===== src/rtl/pit_bus_master.sv =====
// pit_bus_master: host-side initiator for an 8254 interval timer.
// Turns one command at a time into byte-wide 8254 bus cycles and keeps a
// shadow copy of each counter's RW format so count accesses use the right
// LSB/MSB sequence.
// Optional feature macro: PIT_READBACK_EN (op 11 read-back status sequence).
//
// state  | meaning
// -------+--------------------------------------------------------------
// IDLE   | cmd_ready high, waiting for a command
// SETUP  | CS_n low, address (and write data) presented for one cycle
// STROBE | RD_n or WR_n low for STROBE_CYC cycles, read data sampled last
// HOLD   | strobe released, CS_n/A/D_out held one cycle
// RESP   | one-cycle rsp_valid pulse
module pit_bus_master #(
  parameter int unsigned STROBE_CYC = 2
) (
  input  logic        clk,
  input  logic        rst,
  input  logic        cmd_valid,
  output logic        cmd_ready,
  input  logic [1:0]  cmd_op,
  input  logic [1:0]  cmd_counter,
  input  logic [15:0] cmd_data,
  output logic        rsp_valid,
  output logic        rsp_err,
  output logic [15:0] rsp_data,
  output logic [1:0]  A,
  output logic        CS_n,
  output logic        RD_n,
  output logic        WR_n,
  output logic [7:0]  D_out,
  output logic        D_oe,
  input  logic [7:0]  D_in
);

  localparam logic [1:0] OP_CTRL = 2'b00;
  localparam logic [1:0] OP_CWR  = 2'b01;
  localparam logic [1:0] OP_CRD  = 2'b10;
  localparam logic [1:0] OP_STAT = 2'b11;

  localparam logic [3:0] STB_LOAD = 4'(STROBE_CYC - 1);

  typedef enum logic [2:0] {
    S_IDLE,
    S_SETUP,
    S_STROBE,
    S_HOLD,
    S_RESP
  } state_t;

  state_t      state;
  state_t      state_nxt;

  logic [1:0]  op_q;
  logic [1:0]  ctr_q;
  logic [15:0] data_q;
  logic [1:0]  rw_q;
  logic        err_q;
  logic        byte_idx;
  logic [3:0]  stb_cnt;
  logic [7:0]  rd_lo;
  logic [7:0]  rd_hi;
  logic [1:0]  rw_shadow [0:2];

  logic [1:0]  cmd_rw;
  logic        op_unsupported;
  logic        cmd_illegal;

  logic        byte_wr;
  logic [1:0]  byte_addr;
  logic [7:0]  byte_wdata;
  logic        byte_hi;
  logic        byte_last;

`ifdef PIT_READBACK_EN
  // Read-back command latching status only for the selected counter.
  logic [7:0]  rb_cmd;
  assign rb_cmd = 8'hE0 | (8'h01 << ({1'b0, ctr_q} + 3'd1));
  assign op_unsupported = 1'b0;
`else
  assign op_unsupported = (cmd_op == OP_STAT);
`endif

  // Look up the RW format of the counter addressed by the incoming command.
  always_comb begin
    cmd_rw = 2'b00;
    case (cmd_counter)
      2'd0:    cmd_rw = rw_shadow[0];
      2'd1:    cmd_rw = rw_shadow[1];
      2'd2:    cmd_rw = rw_shadow[2];
      default: cmd_rw = 2'b00;
    endcase
  end

  assign cmd_illegal = ((cmd_op != OP_CTRL) && (cmd_counter == 2'd3)) ||
                       (((cmd_op == OP_CWR) || (cmd_op == OP_CRD)) && (cmd_rw == 2'b00)) ||
                       op_unsupported;

  // Describe the bus byte currently in flight from the latched command.
  always_comb begin
    byte_wr    = 1'b1;
    byte_addr  = ctr_q;
    byte_wdata = 8'h00;
    byte_hi    = 1'b0;
    byte_last  = 1'b1;
    case (op_q)
      OP_CTRL: begin
        byte_addr  = 2'b11;
        byte_wdata = data_q[7:0];
      end
      OP_CWR: begin
        byte_hi    = (rw_q == 2'b10) || byte_idx;
        byte_wdata = byte_hi ? data_q[15:8] : data_q[7:0];
        byte_last  = (rw_q != 2'b11) || byte_idx;
      end
      OP_CRD: begin
        byte_wr    = 1'b0;
        byte_hi    = (rw_q == 2'b10) || byte_idx;
        byte_last  = (rw_q != 2'b11) || byte_idx;
      end
`ifdef PIT_READBACK_EN
      OP_STAT: begin
        if (!byte_idx) begin
          byte_addr  = 2'b11;
          byte_wdata = rb_cmd;
          byte_last  = 1'b0;
        end else begin
          byte_wr    = 1'b0;
        end
      end
`endif
      default: ;
    endcase
  end

  // State register.
  always_ff @(posedge clk) begin
    if (rst) state <= S_IDLE;
    else     state <= state_nxt;
  end

  // Next-state decode and bus/handshake outputs.
  always_comb begin
    state_nxt = state;
    cmd_ready = 1'b0;
    rsp_valid = 1'b0;
    rsp_err   = 1'b0;
    CS_n      = 1'b1;
    RD_n      = 1'b1;
    WR_n      = 1'b1;
    A         = 2'b00;
    D_out     = 8'h00;
    D_oe      = 1'b0;
    case (state)
      S_IDLE: begin
        cmd_ready = 1'b1;
        if (cmd_valid) state_nxt = cmd_illegal ? S_RESP : S_SETUP;
      end
      S_SETUP: begin
        CS_n      = 1'b0;
        A         = byte_addr;
        D_oe      = byte_wr;
        D_out     = byte_wr ? byte_wdata : 8'h00;
        state_nxt = S_STROBE;
      end
      S_STROBE: begin
        CS_n  = 1'b0;
        A     = byte_addr;
        D_oe  = byte_wr;
        D_out = byte_wr ? byte_wdata : 8'h00;
        RD_n  = byte_wr;
        WR_n  = !byte_wr;
        if (stb_cnt == 4'd0) state_nxt = S_HOLD;
      end
      S_HOLD: begin
        CS_n      = 1'b0;
        A         = byte_addr;
        D_oe      = byte_wr;
        D_out     = byte_wr ? byte_wdata : 8'h00;
        state_nxt = byte_last ? S_RESP : S_SETUP;
      end
      S_RESP: begin
        rsp_valid = 1'b1;
        rsp_err   = err_q;
        state_nxt = S_IDLE;
      end
      default: state_nxt = S_IDLE;
    endcase
  end

  // Command latch, strobe timer, read capture, response data and RW shadow.
  always_ff @(posedge clk) begin
    if (rst) begin
      op_q     <= 2'b00;
      ctr_q    <= 2'b00;
      data_q   <= 16'h0000;
      rw_q     <= 2'b00;
      err_q    <= 1'b0;
      byte_idx <= 1'b0;
      stb_cnt  <= 4'd0;
      rd_lo    <= 8'h00;
      rd_hi    <= 8'h00;
      rsp_data <= 16'h0000;
      for (int i = 0; i < 3; i++) rw_shadow[i] <= 2'b00;
    end else begin
      case (state)
        S_IDLE: begin
          if (cmd_valid) begin
            op_q     <= cmd_op;
            ctr_q    <= cmd_counter;
            data_q   <= cmd_data;
            rw_q     <= cmd_rw;
            err_q    <= cmd_illegal;
            byte_idx <= 1'b0;
            rd_lo    <= 8'h00;
            rd_hi    <= 8'h00;
            if (cmd_illegal) rsp_data <= 16'h0000;
          end
        end
        S_SETUP: stb_cnt <= STB_LOAD;
        S_STROBE: begin
          if (stb_cnt != 4'd0) begin
            stb_cnt <= stb_cnt - 4'd1;
          end else if (!byte_wr) begin
            if (byte_hi) rd_hi <= D_in;
            else         rd_lo <= D_in;
          end
        end
        S_HOLD: begin
          if (byte_last) begin
            rsp_data <= ((op_q == OP_CRD) || (op_q == OP_STAT)) ? {rd_hi, rd_lo} : 16'h0000;
          end else begin
            byte_idx <= 1'b1;
          end
        end
        S_RESP: begin
          // Latch (RW=00) and read-back (SC=11) control bytes leave formats alone.
          if ((op_q == OP_CTRL) && !err_q && (data_q[5:4] != 2'b00)) begin
            case (data_q[7:6])
              2'd0:    rw_shadow[0] <= data_q[5:4];
              2'd1:    rw_shadow[1] <= data_q[5:4];
              2'd2:    rw_shadow[2] <= data_q[5:4];
              default: ;
            endcase
          end
        end
        default: ;
      endcase
    end
  end

endmodule


===== config.mk =====
export PLATFORM = sky130hd
export DESIGN_NAME = pit_bus_master
export DESIGN_NICKNAME = d
export VERILOG_FILES = /design/src/rtl/pit_bus_master.sv
export SDC_FILE = /design/constraint.sdc
export NUM_CORES = 1
export LEC_CHECK = 0
export CORE_AREA = 2 2 88 90
export CTS_CLUSTER_SIZE = 25
export DETAILED_ROUTE_END_ITERATION = 10
export DIE_AREA = 0 0 90 92
export PLACE_DENSITY = 0.7
export SLEW_MARGIN = 20
export SYNTH_ARGS = -nofsm -noshare
export SYNTH_HDL_FRONTEND = slang
export SYNTH_SLANG_ARGS = --single-unit
export TNS_END_PERCENT = 20

===== constraint.sdc =====
create_clock -name clk -period 4.9 [get_ports clk]
set_clock_uncertainty 0.2 [all_clocks]
set_input_delay 0.49 -clock clk [delete_from_list [all_inputs] [get_ports clk]]
set_output_delay 0.49 -clock clk [all_outputs]
set_load 0.01 [all_outputs]

### Yosys cells after proc, flatten, opt, wreduce, memory -nomap -nowiden

Memories as Yosys holds them, arrays and structs flattened.
Cells that the tools add are included.

* bits in registers: 63
* memory bits (writable): 6
* bits of input ports: 31
* memories kept: 1

* add/sub/neg operators: 1
* equal/unequal tests: 27
* mux-type cells: 61
* bitwise gates (word level): 3
* reductions and logical operators: 32

Memory list
* rw_shadow: words 3, bits a word 2, read ports 3, clocked after memory_dff 0, wr ports 3, line 63 `logic [1:0] rw_shadow [0:2];`

Operators by type and width (count)
* $mux W8: 10
* $mux W16: 4
* $pmux W8 S2: 3
* $pmux W16 S2: 1
* $mux W1: 29
* $ne A2 B2 Y1 const B: 11
* $eq A2 B2 Y1 const B: 8
* $mux W3: 4
* $pmux W3 S4: 1
* $mux W2: 5
* $reduce_and A5 Y1: 2
* $reduce_bool A2 Y1: 5
* $eq A2 B1 Y1 const B: 4
* $logic_not A2 Y1: 4
* $pmux W4 S2: 1
* $eq A3 B2 Y1 const B: 2
* $logic_or A1 B1 Y1: 6
* $pmux W2 S3: 1
* $reduce_and A2 Y1: 3
* $logic_and A1 B1 Y1: 4
* $logic_not A4 Y1: 1
* $mux W4: 1
* $reduce_and A4 Y1: 1
* $reduce_bool A4 Y1: 1
* other kinds (10): 12

### Depth between registers and ports, before layout

* depth after elaboration: 9
* depth in mapped cells: 9

### Least setup slack after synthesis

OpenSTA, ideal clock, no wires.

* path type: flip-flop to flip-flop
* start: reg stb_cnt[0]
* end: reg rd_hi[6]
* arrival time: 1.861 ns
* slack: 2.715 ns
* stages on the path, launching flop included: 9
* buffers on the path: 1
* clock period less this slack: 2.185 ns
* cells stage by stage: dfxtp_1 inv_1 ha_1 or3b_4 a2111oi_4 a21boi_1 buf_6 mux2i_1 nor2_1

* word-level cells in the longest chain between the ends: 3

RTL lines
* start: declaration: line 60 `logic [3:0] stb_cnt;`
* start signal: assignment: line 223 `stb_cnt <= stb_cnt - 4'd1;`
* $reduce_bool A4 Y1: line 222 `if (stb_cnt != 4'd0) begin`
* $ne A2 B2 Y1 (no source line)
* $reduce_and A5 Y1 (no source line)
* end signal: assignment: line 225 `if (byte_hi) rd_hi <= D_in;`
* end: declaration: line 62 `logic [7:0] rd_hi;`

Every way passes these cells.
A chain may end at the register's enable or synchronous reset.

### Worst setup path after layout

* start: reg op_q[0]
* end: out D_out[6]

* word-level cells in the longest chain between the ends: 4
* elaborated cells between the ends (all ways): 6
* those cells by class: eq/ne: 2; mux: 3; reduce/logical: 1

RTL lines
* start: declaration: line 54 `logic [1:0] op_q;`
* start signal: assignment: line 209 `op_q <= cmd_op;`
* $eq A2 B1 Y1 or $logic_not A2 Y1 (tied branches): line 106 `case (op_q)`
* $pmux W8 S2: line 106
* $mux W8 *: line 163, 170, 179
* $mux W8 *
* end: declaration: line 31 `output logic [7:0] D_out,`

Every way passes the cells marked *; elsewhere a longest branch is shown, timed or not.

==> impl_metrics.yaml <==
clocking:
  cts_setup_buffers: 0
  numCtsBuffers: 9
  postCtsResizedCells: 0
  clkTransAtPathRegs_ps: 80
  htreeDepth: 3
  cts_tree: "done"
  cts_root_buf: "clkbuf_8"
  cts_hold_buf: 0
  cts.sinks: 69
  cts_buffer_depth: 2
  clkLatencyLatePin_ps: 330
power:
  clkPwrFrac_pct: 30.9
  power.density_nw_per_um2: 358.8
  seqPwrFrac_pct: 44.4
  p_comb_share_pct: 24.8
  intPower_mw: 1.015
  worst_ir_drop_vdd_uv: 157.5
  p_sw_share_pct: 29.96
  p_leak_nw: 1.527
  p_switching_uw: 434.2
setup_path:
  critPathRequiredTime_ps: 4210
  crit_start: "op_q[0]$_SDFFE_PP0P_"
  crit_path_end: "D_out[6]"
  cp-end-kind: "primary output"
  r2r-start: "stb_cnt[0]$_SDFFE_PP0P_"
  path_class: "reg2out"
  cp.arrival_ps: 2380
  cp_num_buf_inv: 2
  path_delay_family: "simple AND/OR/NAND/NOR gates"
  timing.rr.end: "rd_hi[4]$_SDFFE_PP0P_"
  cp.depth: 5
  crit_fanout: 9
  ff2ff_path_depth: 7
  ff2ff_setup_slack_ps: 1990
  critical-path-max-stage-delay_ps: 560
  slowest_stage: "or3_1"
  crit_path_cell_trace: "inv_1 > ha_1 > or3_1 > nor2_1 > clkdlybuf4s50_1"
  start_kind: "flip-flop"
sta:
  worst_pin_slew_ps: 1058
  fin_tns_setup_ps: 0
  fmax_mhz: 326.2
  hold_viol_final: 0
  relSlewSlack_pct: 29.29
  rsz0062_at_grt: "false"
  whs_ps: 256.5
  period_minus_slack_ps: 3065
  period_share_pct: 62.56
  slew_violations: 0
  finalSetupViolations: 0
route:
  ant_nets: 0
  drt-vias-per-instance: 4.935
  firstDrtPassIters: 4
  dr_total_vias: 2566
  drt_iter0_markers: 63
  drc: 0
  wl_per_cell_um: 13.32
  routed_wl_um: 6924
yosys:
  synth-main-ff-cell: "dfxtp_1"
  async_flop_share_pct: 0
  synth_seq_area_share_pct: 44.89
  synth_cell_types: 47
  syn-cell-area_um2: 3211
  synth_cells: 357
  syn_avg_cell_area_um2: 8.993
  yosys_warnings: 0
  synth-edff-count: 6
  syn_nets: 396
  ys_ff_latch: 69
die:
  rows: 32
  die_y_um: 92
  placeableCoreArea_um2: 7447
  initial_core_util_pct: 43.11
  die_area_um2: 8280
  pin_count: 64
  die_x_um: 90
place:
  portBuffers: 63
  hpwl_um: 4837
  placed_cells: 504
  gp_congestion: 0.7813
  place_area_um2: 3835
run:
  maxCapViolations: 0
cells_and_area:
  final_area_um2: 4039
  area_growth_pct: 25.80
  fin_nets: 452
  filler_cell_count: 705
  final_cells: 520
  drive_above_1_share_pct: 9.569
  layout_common_cells: "63 x dfxtp_1, 62 x clkdlybuf4s50_1, 60 x nand2_1"
  post-route-util_pct: 54.23
  n_antenna_cell: 0
  layout_commonest_cell: "dfxtp_1"
global_routing:
  grt_pass1_wl_um: 11600
  grt_use_total_pct: 17.29
  grt_pass1_vias: 2502
  gr-total-overflow: 0
  grt_max_degree: 44
  antenna_found_initial: 0
status:
  outcome: "completed"
min_path:
  hp-class: "reg2reg"
## sequential cells by signal, indices dropped and copies added (netlist names)
name	cells
ctr_q	2
err_q	1
rw_q	2
data_q	16
op_q	2
stb_cnt	4
rsp_data	16
rw_shadow	6
byte_idx	1
rd_hi	8
state	3
rd_lo	8
## routing by layer
| layer | track usage [%] | share of wire, % |
|---|---|---|
| met5 | 0 | 0 |
| met3 | 3.862 | 4.4 |
| met1 | 22.24 | 46 |
| met2 | 29.01 | 48 |
| met4 | 5.385 | 0.64 |
## synthesized netlist by cell type (6+ instances only)
| cell | n | area [µm²] |
|---|---|---|
| a21oi_1 | 23 | 115.1 |
| and2_2 | 9 | 67.56 |
| ha_1 | 8 | 100.1 |
| mux2i_1 | 35 | 350.3 |
| edfxtp_1 | 6 | 180.2 |
| dfxtp_1 | 63 | 1261 |
| nor2_1 | 44 | 165.2 |
| clkbuf_1 | 9 | 33.78 |
| nand2_1 | 60 | 225.2 |
| inv_1 | 12 | 45.04 |
| nand2b_1 | 17 | 106.4 |
| a22oi_1 | 8 | 60.06 |
| nor3_1 | 8 | 40.04 |
## worst min path at each step
stage                            start                 endpoint  slack [ps]  cells after the start
6_report        data_q[9]$_SDFFE_PP0P_   data_q[9]$_SDFFE_PP0P_         260                      2
4_1_cts         data_q[9]$_SDFFE_PP0P_   data_q[9]$_SDFFE_PP0P_         260                      2
3_3_place_gp   data_q[11]$_SDFFE_PP0P_  data_q[11]$_SDFFE_PP0P_         240                      2
5_1_grt         data_q[9]$_SDFFE_PP0P_   data_q[9]$_SDFFE_PP0P_         280                      2
2_1_floorplan  data_q[10]$_SDFFE_PP0P_  data_q[10]$_SDFFE_PP0P_         240                      2
3_5_place_dp    data_q[9]$_SDFFE_PP0P_   data_q[9]$_SDFFE_PP0P_         250                      2
## cell type report
class	count	area, µm²	share of cell area (%)
flip-flops and latches	69	1441	35.69
repair buffers	66	648.1	16.05
multi-input cells	254	1575	39.00
clock inverters	3	17.52	0.4337
inverters	13	48.80	1.208
clock buffers	13	180.2	4.461
well taps	102	127.6	3.160
## through the flow
step                total power [mW]  setup WS [ps]
finish                         1.449           1835
detailed placement             1.014           1644
floorplan                     0.9109           2715
CTS                            1.461           1814
global placement               1.008           1738
global route                   1.524           1655
## power by group through the flow
stage / combinational (mW) / clock [mW] / sequential [mW]
6_report: 0.359 / 0.447 / 0.643
4_1_cts: 0.361 / 0.457 / 0.643
3_3_place_gp: 0.354 / 0 / 0.654
3_5_place_dp: 0.358 / 0 / 0.656
5_1_grt: 0.394 / 0.481 / 0.649
2_1_floorplan: 0.271 / 0 / 0.640
## kinds of logic after synthesis
kind of cell,after synthesis,share of synthesized area (%)
compound gates,46,9.509
flops,69,44.89
simple gates,162,24.51
fa+ha+maj,8,3.118
mux,35,10.91
xor+xnor,3,0.8185
buf+inv,34,6.235
## worst reg2reg max path, cell delays in order (launching register included)
cell and delay [ps]:
dfxtp_1 340, inv_1 90, ha_1 140, or3b_4 400, a2111oi_4 390, a21boi_1 900, mux2i_1 280, nor2_1 60
(Power assumes the default switching activity.)
